<file path="src/rtl/moving_avg4.sv">
// Four-sample moving sum / truncated mean with valid/ready flow control.
// The first result appears on the 4th accepted sample; afterwards every accept yields one result.
module moving_avg4 #(
  parameter int DW = 12
) (
  input  logic          clk,
  input  logic          rst_n,
  input  logic          clr,
  input  logic          in_valid,
  input  logic [DW-1:0] in_data,
  output logic          in_ready,
  input  logic          out_ready,
  output logic          out_valid,
  output logic [DW+1:0] out_sum,
  output logic [DW-1:0] out_avg,
  output logic [2:0]    fill_cnt
);

  // Handshake: a transfer happens on a rising edge where valid && ready are both high.
  // The producer holds its data until then; ready may depend combinationally on the
  // downstream ready, so a pending result consumed this edge frees the slot at once.

  typedef enum logic {FILL = 1'b0, RUN = 1'b1} state_t;

  state_t        state, state_next;
  logic [2:0]    fill_next;
  logic          accept;
  logic          load;
  logic [DW-1:0] w0, w1, w2, w3;
  logic [DW+1:0] sum, sum_next;

  assign in_ready = !out_valid || out_ready;
  assign accept   = in_valid && in_ready && !clr;

  // Oldest sample leaves as the newest enters; the true value is never negative.
  assign sum_next = sum + {2'b00, in_data} - {2'b00, w3};

  always_comb begin
    state_next = state;
    fill_next  = fill_cnt;
    load       = 1'b0;
    if (accept) begin
      if (state == FILL) begin
        fill_next = fill_cnt + 3'd1;
        if (fill_cnt == 3'd3) begin
          state_next = RUN;
          load       = 1'b1;
        end
      end else begin
        load = 1'b1;
      end
    end
    if (clr) begin
      state_next = FILL;
      fill_next  = 3'd0;
    end
  end

  always_ff @(posedge clk or negedge rst_n) begin
    if (!rst_n) begin
      state    <= FILL;
      fill_cnt <= 3'd0;
    end else begin
      state    <= state_next;
      fill_cnt <= fill_next;
    end
  end

  always_ff @(posedge clk or negedge rst_n) begin
    if (!rst_n) begin
      w0  <= '0;
      w1  <= '0;
      w2  <= '0;
      w3  <= '0;
      sum <= '0;
    end else if (clr) begin
      w0  <= '0;
      w1  <= '0;
      w2  <= '0;
      w3  <= '0;
      sum <= '0;
    end else if (accept) begin
      w0  <= in_data;
      w1  <= w0;
      w2  <= w1;
      w3  <= w2;
      sum <= sum_next;
    end
  end

  // A new result overrides a consume in the same edge, so streaming has no bubble.
  always_ff @(posedge clk or negedge rst_n) begin
    if (!rst_n) begin
      out_valid <= 1'b0;
      out_sum   <= '0;
      out_avg   <= '0;
    end else if (clr) begin
      out_valid <= 1'b0;
      out_sum   <= '0;
      out_avg   <= '0;
    end else if (load) begin
      out_valid <= 1'b1;
      out_sum   <= sum_next;
      out_avg   <= sum_next[DW+1:2];
    end else if (out_ready) begin
      out_valid <= 1'b0;
    end
  end

endmodule

</file>
<file path="config.mk">
export PLATFORM = sky130hd
export DESIGN_NAME = moving_avg4
export DESIGN_NICKNAME = d
export VERILOG_FILES = /design/src/rtl/moving_avg4.sv
export SDC_FILE = /design/constraint.sdc
export NUM_CORES = 1
export LEC_CHECK = 0
export CORE_MARGIN = 3
export CORE_UTILIZATION = 51
export DETAILED_ROUTE_END_ITERATION = 8
export PLACE_DENSITY_LB_ADDON = 0.25
export SKIP_LAST_GASP = 1
export SLEW_MARGIN = 20
export SYNTH_ARGS = -nofsm -noshare
export SYNTH_HDL_FRONTEND = slang
export SYNTH_SLANG_ARGS = --single-unit
export TNS_END_PERCENT = 1
</file>
<file path="constraint.sdc">
create_clock -name clk -period 2.9 [get_ports clk]
set_input_delay 0.58 -clock clk [delete_from_list [all_inputs] [get_ports clk]]
set_output_delay 0.58 -clock clk [all_outputs]
set_load 0.03 [all_outputs]
</file>
==> Word level (Yosys, flattened, before mapping) <==
Index checks and enable logic that the tools add are counted.
{ "classes": {"eq_ne": 2, "muxes": 25, "reduce_logical": 9, "n_addsub": 3} }
{ "ops": {"columns": ["cell", "count"], "rows": [
  ["12-bit 2-to-1 mux", 10],
  ["14-bit 2-to-1 mux", 4],
  ["14-bit by 12-bit adder with 14-bit output", 1],
  ["14-bit by 12-bit subtractor with 14-bit output", 1],
  ["3-bit 2-to-1 mux", 3],
  ["1-bit 2-to-1 mux", 8],
  ["2-bit nonzero test", 2],
  ["3-bit by 1-bit adder with 3-bit output (second input constant)", 1],
  ["3-bit by 2-bit == test with 1-bit output (second input constant)", 1],
  ["3-bit nonzero test", 1],
  ["1-bit logical AND", 2],
  ["1-bit logical NOT", 2],
  ["2-bit != test (second input constant)", 1],
  ["2-bit AND reduction", 1],
  ["1-bit logical OR", 1]
]} }
{ "totals": {"in_bits": 17, "output_inout_bits": 31, "wordCells": 49, "ff_bits": 93} }

==> Longest topological paths before layout <==
{ "logic_depth": {"ltp_word": 7, "depth_mapped": 11, "depth_no_buf": 11} }

==> Worst setup path after synthesis <==
Ideal clock, no wire load.
{ "synth_path": {"path_kind": "input port to flip-flop", "from": "in in_data[6]", "to": "reg sum[13]", "setup_time_ns": 0.128, "path_slack_ns": -0.390, "stages": 10, "path_buffers": 0, "t_required_ns": 2.772, "arrival_time_ns": 3.162, "path_cell_list": "inv_1 -> fa_1 -> inv_1 -> ha_1 -> a21o_1 -> a221o_1 -> a221o_2 -> a31oi_4 -> mux2i_1 -> mux2_1"} }
{ "synth_between": {"elab_chain_len": 4} }
{ "synth_lines": {"columns": ["element", "line_no", "text"], "rows": [
  ["from (decl)", "10", "input logic [DW-1:0] in_data,"],
  ["14-bit by 12-bit adder with 14-bit output", "36", "assign sum_next = sum + {2'b00, in_data} - {2'b00, w3};"],
  ["14-bit by 12-bit subtractor with 14-bit output", "36", null],
  ["14-bit 2-to-1 mux", "82", "end else if (accept) begin"],
  ["14-bit 2-to-1 mux", "76", "end else if (clr) begin"],
  ["to (signal assigned)", "87", "sum <= sum_next;"],
  ["to (decl)", "30", "logic [DW+1:0] sum, sum_next;"]
]} }
No other way between the ends. The select of a mux whose other input is x is not followed.
A chain may end at the register's enable or synchronous reset.

==> Worst setup path in the final report <==
{ "layout_path": {"from": "in in_data[6]", "to": "reg sum[12]"} }
The elaborated chain is that of the path after synthesis.

==> run metrics <==
final setup violating endpoints 5; outcome complete, but fails checks; clock tree from TritonCTS built; setup slack after placement -0.7731 ns; Placeable Area about 0.0083 mm²; Rel. slew slack between 50% and 60%; final WL slightly below 9000 µm; number of fill cells a little over 700; register-to-register path setup slack -0.08 ns; via count of the first global-routing pass approximately 3300; total die area slightly below 0.01 mm²; sequential fraction of the synthesis area between 40 and 50%; failing checks negative setup slack; max incr delay on CP roughly 0.54 ns; total chip power 4.074 mW; Worst Path Arrival ~3.3 ns; Fin Setup TNS -0.3764 ns; Post-Synth Simple-Gate Area approximately 17%; Crit Path Max Fanout 3; worst slew pin tran between 0.7 and 0.8 ns; adder-cell share of the synthesized area around 10%; synthesis-stage register bit count 81; weighted congestion at the end of routability-driven global placement 0.8116; area added between synthesis and finish 23.01%; Crit Reg-Reg Startpoint w3[6]; number of buffers on the longest clock path 2; maximum number of pins on one net before global-route repair 82; fraction of synthesized area in multiplexers less than 1%; top layer in use met4; Tot GR Track Use 19.28%; leftover overflow at the end of global routing 0; total CTS buffers 9; count of pins over their slew limit 0; ANT cells 0; final net count 587; clock period minus final worst setup slack 3.045 ns; H-tree level count 3; clock tree root driver cell sky130_fd_sc_hd__clkbuf_8; clk_skew between 0.008 and 0.009 ns; Post-Syn Instances approximately 500; synth warn 0; FP Rows 33; endpoint of the worst register-to-register path sum[12]; required time of the critical path 3.16 ns; Ports 48; Post-route DRC 0; post-route cell area about 0.0053 mm²; Bufs and invs on worst path 4; endpoint of the most critical setup path sum[12]; clock transition time at the flip-flop clock pins of the worst setup and hold paths approximately 0.080 ns; I/O Buffers between 40 and 50; share of Yosys cell area claimed by the top area cell type 46.71%; cell at the slowest stage of the critical path sky130_fd_sc_hd__fa_1; worst-case reg-to-reg path depth 10; crit path setup slack, layout -0.1455 ns; max-capacitance violation count 0; Worst-Skew Late Latency around 0.36 ns; largest family of logic cells by synthesized area simple AND/OR/NAND/NOR gates; worst vdd ir roughly 0.43 mV; CTS sink cnt 81; worst setup path startpoint in_data[6]; cell taking the most area after synthesis sky130_fd_sc_hd__dfrtp_1; routed vias between 3000 and 4000; length of routed met2 wiring slightly above 4000 µm; CP Class primary input to flop; family of cells with the greatest summed delay on the critical path compound AO/OA/AOI/OAI gates; critical path endpoint category flop; dominant cells by area after synthesis sky130_fd_sc_hd__dfrtp_1, sky130_fd_sc_hd__nand2_1, sky130_fd_sc_hd__a21oi_1; share of layout cells above drive strength 1 ~15%; height of the die around 100 µm; wl on met1 roughly 4200 µm; Die W slightly below 100 µm; final period utilization 105.0%; number of nets produced by synthesis ~540; Mapped Avg Cell Area around 9 µm²; Placement Cell Area about 0.0050 mm²; first-pass GRT wire length between 15000 and 20000 µm; unrepaired setup endpoints after global routing true; Synth Area in XOR/XNOR a little under 3%; Max Fclk 328.4 MHz; routed length per placed instance 13.45 µm; number of endpoints with negative hold slack in the final report 0; power per cell area approximately 760 mW/mm²; total iterations of the first detailed-routing run 4; Initial Utilization 52.55%; number of antenna violations at the first check in global routing 0; Hold Path Class primary input to async pin; Final ANT Viol Nets 0; synthesized-area fraction occupied by ao, oa, aoi and oai cells about 14%; First DRT Iteration DRCs about 170; WL met3 between 400 and 500 µm; vias per inst approximately 5.1; sequence of cells on the critical path clkdlybuf4s15_2 > inv_2 > fa_1 > inv_2 > ha_4 > a21o_1 > a221o_1 > buf_4 > a31o_4 > a221o_1 > or4_1 > o311ai_2; Netlist Area Pre-Place 0.004339 mm²; number of logic stages on the critical path including buffering 12; critical path startpoint category primary input; HPWL after DPL about 5900 µm; leakage power figure between 2 and 2.5 nW; fin util 64.64%; synth unique cells 40
## timing repair
| action | 4_1_cts | 5_1_grt |
|---|---|---|
| pin swaps | 9 | 3 |
| resized for setup | 26 | 2 |
| hold buffers | 0 | 0 |
| buffers inserted | 1 | 1 |
| setup endpoints to repair | 14 | 10 |
## placed cells by master (no fill, tap or decap), drive strengths merged, types with 2 or more instances in the layout
master and count:
o21ai 8, dlygate4sd2 4, dfrtp 81, clkinvlp 2, nand3 2, buf 34, bufinv 2, clkdlybuf4s15 3
a221o 3, a31oi 3, ha 16, clkbuf 12, a211oi 3, a21oi 70, a21o 9, or4 3
xnor2 9, nor3 3, clkdlybuf4s50 38, nand3b 6, and2 2, nor2b 2, inv 52, fa 12
and3 2, nor2 15, o311ai 3, xor2 3, a31o 2, nand2 133
## area by class of cell
cell class                      count  area [µm²]  share of cell area [%]
Multi-Input combinational cell    319        2036                   38.14
Timing Repair Buffer               79       718.2                   13.46
Clock buffer                       12       155.1                   2.907
Tap cell                          105       131.4                   2.461
Sequential cell                    81        2027                   37.97
Clock inverter                      4       75.07                   1.406
Inverter                           52       195.2                   3.657
## flip-flops by register name (all words and copies together), names as in the netlist, 3 cells and up
register and count:
fill_cnt 3, w3 12, w2 12, sum 14, w0 12, out_sum 14
w1 12
## worst min-delay path by stage
stage          startpoint     endpoint  slack [ns]  cells after the start
6_report            rst_n  fill_cnt[2]        0.24                      1
5_1_grt             rst_n  fill_cnt[2]        0.30                      1
4_1_cts             rst_n  fill_cnt[2]        0.43                      1
3_5_place_dp   out_sum[1]   out_sum[1]        0.51                      2
3_3_place_gp   out_sum[1]   out_sum[1]        0.49                      2
2_1_floorplan       rst_n  fill_cnt[0]        0.28                      0
## worst reg2reg max path, stage by stage, from the launching register on
cell,delay [ns]
sky130_fd_sc_hd__dfrtp_1,0.41
sky130_fd_sc_hd__fa_1,0.52
sky130_fd_sc_hd__inv_2,0.05
sky130_fd_sc_hd__ha_4,0.22
sky130_fd_sc_hd__a21o_1,0.17
sky130_fd_sc_hd__a221o_1,0.34
sky130_fd_sc_hd__buf_4,0.14
sky130_fd_sc_hd__a31o_4,0.21
sky130_fd_sc_hd__a221o_1,0.34
sky130_fd_sc_hd__or4_1,0.42
sky130_fd_sc_hd__o311ai_2,0.08
## stage by stage
| stage | hold slack (ns) | std cells |
|---|---|---|
| floorplan | 0.2844 | 494 |
| global placement | 0.4918 | 634 |
| detailed placement | 0.5057 | 634 |
| CTS | 0.4286 | 651 |
| global route | 0.3022 | 652 |
| finish | 0.2380 | 652 |
## power breakdown
part           leakage (nW)  total (mW)  internal, mW  switching [mW]
sequential             1.11        1.27          1.22          0.0539
clock                 0.109       0.946         0.532           0.413
combinational          1.22        1.85         0.923           0.931
total                  2.44        4.07          2.68            1.40
## cells by family after synthesis
| group | Yosys count |
|---|---|
| mux | 2 |
| xor+xnor | 13 |
| buf+inv | 94 |
| compound gates | 103 |
| fa+ha+maj | 28 |
| simple gates | 173 |
| flops | 81 |
## synthesized netlist by cell type, drive strengths merged
library cell,n
a211oi,3
a21o,9
a21oi,70
a221o,3
a22o,1
a31o,2
a31oi,3
and2,2
and3,2
buf,15
clkbuf,27
dfrtp,81
fa,12
ha,16
inv,52
mux2,1
mux2i,1
nand2,133
nand2b,1
nand3,2
nand3b,6
nand4,1
nand4b,1
nor2,15
nor2b,2
nor3,3
nor3b,1
o21ai,8
o22ai,1
o311ai,3
or3,1
or4,3
xnor2,9
xnor3,1
xor2,3
## per-layer routing
layer,up-vias,track usage [%]
li1,1665,-
met1,1604,27.57
met2,63,29.63
met3,10,4.714
met4,0,5.252
met5,-,0
Power figures use the tool's default switching activity.
